===== src/rtl/ifm_frame_feeder.sv =====
// Serial-to-parallel IFM feeder: packs 32 4-bit samples into one frame, double-buffered.
// Optional FEEDER_PAD_EN: an aborting s_sof zero-pads and emits the partial frame.
module ifm_frame_feeder #(
  parameter int DATA_W = 4,
  parameter int LANES  = 32,
  parameter int CNT_W  = 16
) (
  input  logic                      clk,
  input  logic                      rst,
  input  logic                      s_valid,
  input  logic [DATA_W-1:0]         s_data,
  input  logic                      s_sof,
  output logic                      s_ready,
  input  logic                      out_stall,
  output logic                      out_valid,
  output logic [LANES*DATA_W-1:0]   out_ifm,
  output logic                      frame_err,
  output logic [CNT_W-1:0]          frame_cnt
);

  localparam int IDX_W = $clog2(LANES);
  localparam logic [IDX_W-1:0] LAST = IDX_W'(LANES - 1);

  logic [IDX_W-1:0]                r_idx;
  logic                            r_pend;
  logic [LANES-1:0][DATA_W-1:0]    r_collect;
  logic [LANES-1:0][DATA_W-1:0]    r_shadow;

  logic                            w_accept;
  logic                            w_abort;
  logic                            w_emit;
  logic                            w_load;
  logic [IDX_W-1:0]                w_lane;
  logic [IDX_W-1:0]                w_idx_nxt;
  logic [LANES-1:0][DATA_W-1:0]    w_shadow_nxt;

  // Stall only blocks the sample that would need the occupied shadow buffer.
`ifdef FEEDER_PAD_EN
  assign s_ready = !(r_pend && out_stall && (r_idx != '0));
`else
  assign s_ready = !(r_pend && out_stall && (r_idx == LAST));
`endif

  always_comb begin
    w_accept     = s_valid && s_ready;
    w_abort      = w_accept && s_sof && (r_idx != '0);
    w_emit       = r_pend && !out_stall;
    w_lane       = s_sof ? '0 : r_idx;
    w_idx_nxt    = s_sof ? IDX_W'(1) : r_idx + 1'b1;
    w_load       = w_accept && !s_sof && (r_idx == LAST);
    w_shadow_nxt = r_collect;
    w_shadow_nxt[r_idx] = s_data;
`ifdef FEEDER_PAD_EN
    if (w_abort) begin
      w_load = 1'b1;
      for (int k = 0; k < LANES; k++) begin
        w_shadow_nxt[k] = (IDX_W'(k) < r_idx) ? r_collect[k] : '0;
      end
    end
`endif
  end

  always_ff @(posedge clk or posedge rst) begin
    if (rst) begin
      r_idx     <= '0;
      r_pend    <= 1'b0;
      r_collect <= '0;
      r_shadow  <= '0;
      out_valid <= 1'b0;
      out_ifm   <= '0;
      frame_err <= 1'b0;
      frame_cnt <= '0;
    end else begin
      if (w_accept) begin
        r_collect[w_lane] <= s_data;
        r_idx             <= w_idx_nxt;
      end
      // A load in the same cycle as an emit keeps pend set (back-to-back frames).
      if (w_load) begin
        r_shadow <= w_shadow_nxt;
        r_pend   <= 1'b1;
      end else if (w_emit) begin
        r_pend <= 1'b0;
      end
      out_valid <= w_emit;
      frame_err <= w_abort;
      if (w_emit) begin
        out_ifm   <= r_shadow;
        frame_cnt <= frame_cnt + 1'b1;
      end
    end
  end

endmodule


===== config.mk =====
export PLATFORM = sky130hd
export DESIGN_NAME = ifm_frame_feeder
export DESIGN_NICKNAME = d
export VERILOG_FILES = /design/src/rtl/ifm_frame_feeder.sv
export SDC_FILE = /design/constraint.sdc
export NUM_CORES = 1
export LEC_CHECK = 0
export ABC_AREA = 1
export CORE_UTILIZATION = 58
export CTS_BUF_LIST = sky130_fd_sc_hd__clkbuf_8
export DETAILED_ROUTE_END_ITERATION = 16
export GPL_ROUTABILITY_DRIVEN = 0
export GPL_TIMING_DRIVEN = 0
export HOLD_SLACK_MARGIN = 0.06
export PLACE_DENSITY_LB_ADDON = 0.3
export SYNTH_ARGS = -nofsm -noshare
export SYNTH_HDL_FRONTEND = slang
export SYNTH_SLANG_ARGS = --single-unit

===== constraint.sdc =====
create_clock -name clk -period 20.5 [get_ports clk]
set_input_delay 4.1 -clock clk [delete_from_list [all_inputs] [get_ports clk]]
set_output_delay 4.1 -clock clk [all_outputs]
set_load 0.01 [all_outputs]

==> impl_metrics.yaml <==
cts:
  clock_latency_ns: 0.62
  cts_setup_buffers: 0
  ctsResizeCount: 0
  root_buffer: "clkbuf_8"
  clock_sinks: 408
  cts_buffers: 61
  clk_pin_slew_ns: 0.06
  clockBufferDepth: 3
  cts_tree: "done"
  ctsHoldBuffers: 0
  htreeDepth: 2
routing:
  viasPerCell: 5.32
  routed_wl_mm: 41.6
  drtPass1Iterations: 5
  vias: 13900
  wl_per_cell_microns: 15.9
  postRouteAntennaNets: 0
  initialDrtViolationCount: 1122
  drc_errors: 0
die:
  rows: 62
  die_w_microns: 173
  fp.dieH_microns: 173
  die-area_sq_um: 29800
  start_util_pct: 58.8
  ioPinCount: 156
  fp.coreArea_sq_um: 28700
sta:
  setup_ws_ns: 11.04
  relSlewSlack_pct: 42.2
  hold_violations: 0
  setup-tns-final_ns: 0
  worstMarginPinSlew_ns: 0.864
  rsz0062_at_grt: "false"
  drv_slew: 0
  max_clock_freq_mhz: 106
  finalCritPeriodShare_pct: 46.1
  period_minus_slack_ns: 9.46
  setup_viol: 0
  clock_skew_ns: 0.0195
synthesis:
  synth_commonest_cells: "nand2_1 (800), dfrtp_1 (408), o21ai_0 (324)"
  ys_seq_elements: 408
  async_reset_ff_share_pct: 100
  synth_cells: 1962
  synth-adder-area-share_pct: 0.445
  synth_edf_count: 0
  synth_mux_area_share_pct: 0
  synth-simple-area-share_pct: 21.4
  synth_ff_type: "dfrtp_1"
  yosysMostFrequentCell: "nand2_1"
  synth_cell_types: 21
  synth_top_cell_by_area: "dfrtp_1"
  netlist.area_leader.share_pct: 60.5
  ys_seq_area_share_pct: 60.5
  synth_compound_area_share_pct: 11.1
  synth-xor-area-share_pct: 0.571
  synth_top_family_by_area: "simple AND/OR/NAND/NOR gates"
  netlist_top_cells_area: "dfrtp_1 (60%), nand2_1 (18%), o21ai_0 (9.6%)"
  synth_area_per_cell_sq_um: 8.60
  syn_nets: 1977
  syn_area_sq_um: 16900
  yosysWarnings: 0
global_routing:
  grt_max_degree: 121
  grt.total_usage_pct: 28.2
  grt_overflow: 0
  first_global_vias: 13500
  antenna_found_initial: 0
  grt_pass1_wl_mm: 67.4
worst_setup_path:
  crit_slowest_cell: "clkdlybuf4s50_1"
  end_kind: "output pin"
  cp_data_arrival_time_ns: 5.36
  critPathMaxFanout: 3
  crit_required_ns: 16.40
  path_common_cell: "clkdlybuf4s50_1"
  path_cells: "clkdlybuf4s50_1 -> nand3_2 -> clkdlybuf4s50_1"
  crit_type: "in2out"
  worstSetupStartpointType: "input pin"
  critPathMaxStageDelay_ns: 0.59
layout:
  drive_gt1_share_pct: 6.40
  insertedDiodeCount: 0
  area_growth_syn_to_layout_pct: 19.9
  fillers: 2213
  postLayoutCoreUtil_pct: 70.5
  layout.nets: 2198
  finalNonFillerCells: 2617
placement:
  dp_slack_ns: 11.08
  port_buffers: 155
  hpwl_mm: 28.9
  dpl.cell_count: 2504
run:
  maxCapViolations: 0
power:
  power_leakage_nw: 10.2
  peakVddDrop_mv: 0.0534
  power_density_nw_per_um2: 79.1
run_status:
  outcome: "completed"
hold_path:
  hold_path.class: "reg2reg"
==> per-layer routing <==
metal | global-route usage (%) | up-vias | part of all wire, %
li1 | - | 6643 | -
met1 | 38.2 | 6753 | 42
met2 | 47.1 | 438 | 49
met3 | 4.00 | 98 | 5.9
met4 | 9.49 | 0 | 2.9
met5 | 0 | - | 0
==> worst max-delay path, delay by kind of cell <==
kind                   cells  cell delay [ns]
AND/OR/NAND/NOR            1             0.15
buffers and inverters      2             1.11
==> stage by stage <==
step / instance area [sq um] / total power [mW] / hold slack (ns)
after global routing: 20200 / 1.66 / 0.494
after global placement: 18900 / 0.953 / 0.454
after CTS: 20200 / 1.61 / 0.467
after detailed placement: 19000 / 0.959 / 0.460
final: 20200 / 1.60 / 0.476
after floorplan: 16900 / 0.923 / 0.442
==> report_power, final <==
group	internal, mW	total [mW]	switching, mW
combinational	0.0251	0.0935	0.0685
sequential	0.835	0.853	0.0176
clock	0.347	0.654	0.307
total	1.21	1.60	0.393
==> flip-flops by register name, indices dropped and copies added, names as in the netlist <==
| register | flops |
|---|---|
| r_idx | 5 |
| r_collect | 128 |
| r_shadow | 128 |
| frame_err | 1 |
| out_valid | 1 |
| r_pend | 1 |
| out_ifm | 128 |
| frame_cnt | 16 |
==> cells in the final DEF (no fill, tap or decap), types with 6 or more instances in the layout <==
| cell | instances |
|---|---|
| nand3_1 | 61 |
| buf_4 | 10 |
| clkinv_2 | 8 |
| xor2_1 | 8 |
| nor2_1 | 56 |
| inv_1 | 184 |
| o211ai_1 | 32 |
| clkdlybuf4s50_1 | 155 |
| o21ai_0 | 324 |
| buf_2 | 33 |
| clkbuf_1 | 40 |
| nor3_1 | 7 |
| dfrtp_1 | 408 |
| ha_1 | 6 |
| nand2_1 | 800 |
| clkbuf_8 | 80 |
==> worst paths after layout <==
check | cells after the start | from | slack, ns | to
max | 3 | out_stall | 11.04 | s_ready
min | 2 | r_shadow[25] | 0.48 | out_ifm[25]
max reg2reg | 10 | r_idx[0] | 17.19 | r_collect[1]
min reg2reg | 2 | r_shadow[25] | 0.48 | out_ifm[25]
max in group asynchronous | 5 | rst | 14.68 | r_shadow[69]
min in group asynchronous | 2 | rst | 3.92 | out_ifm[25]
==> cell type report <==
cell class,count,area [sq um],area share [%]
tap,384,480,2.37
buffer,83,390,1.93
multi-input combinational,1307,5660,28.0
clock inverter,33,138,0.680
inverter,164,623,3.08
clock buffer,80,1100,5.44
sequential,408,10200,50.4
timing repair buffer,158,1630,8.07
==> cell families after synthesis <==
logic type / Yosys count
AO/OA/AOI/OAI: 359
AND/OR/NAND/NOR: 931
flip-flops: 408
buffers and inverters: 247
adder cells (fa/ha/maj): 6
XOR/XNOR: 11
Note: power is estimated with default switching activity, not from simulation.
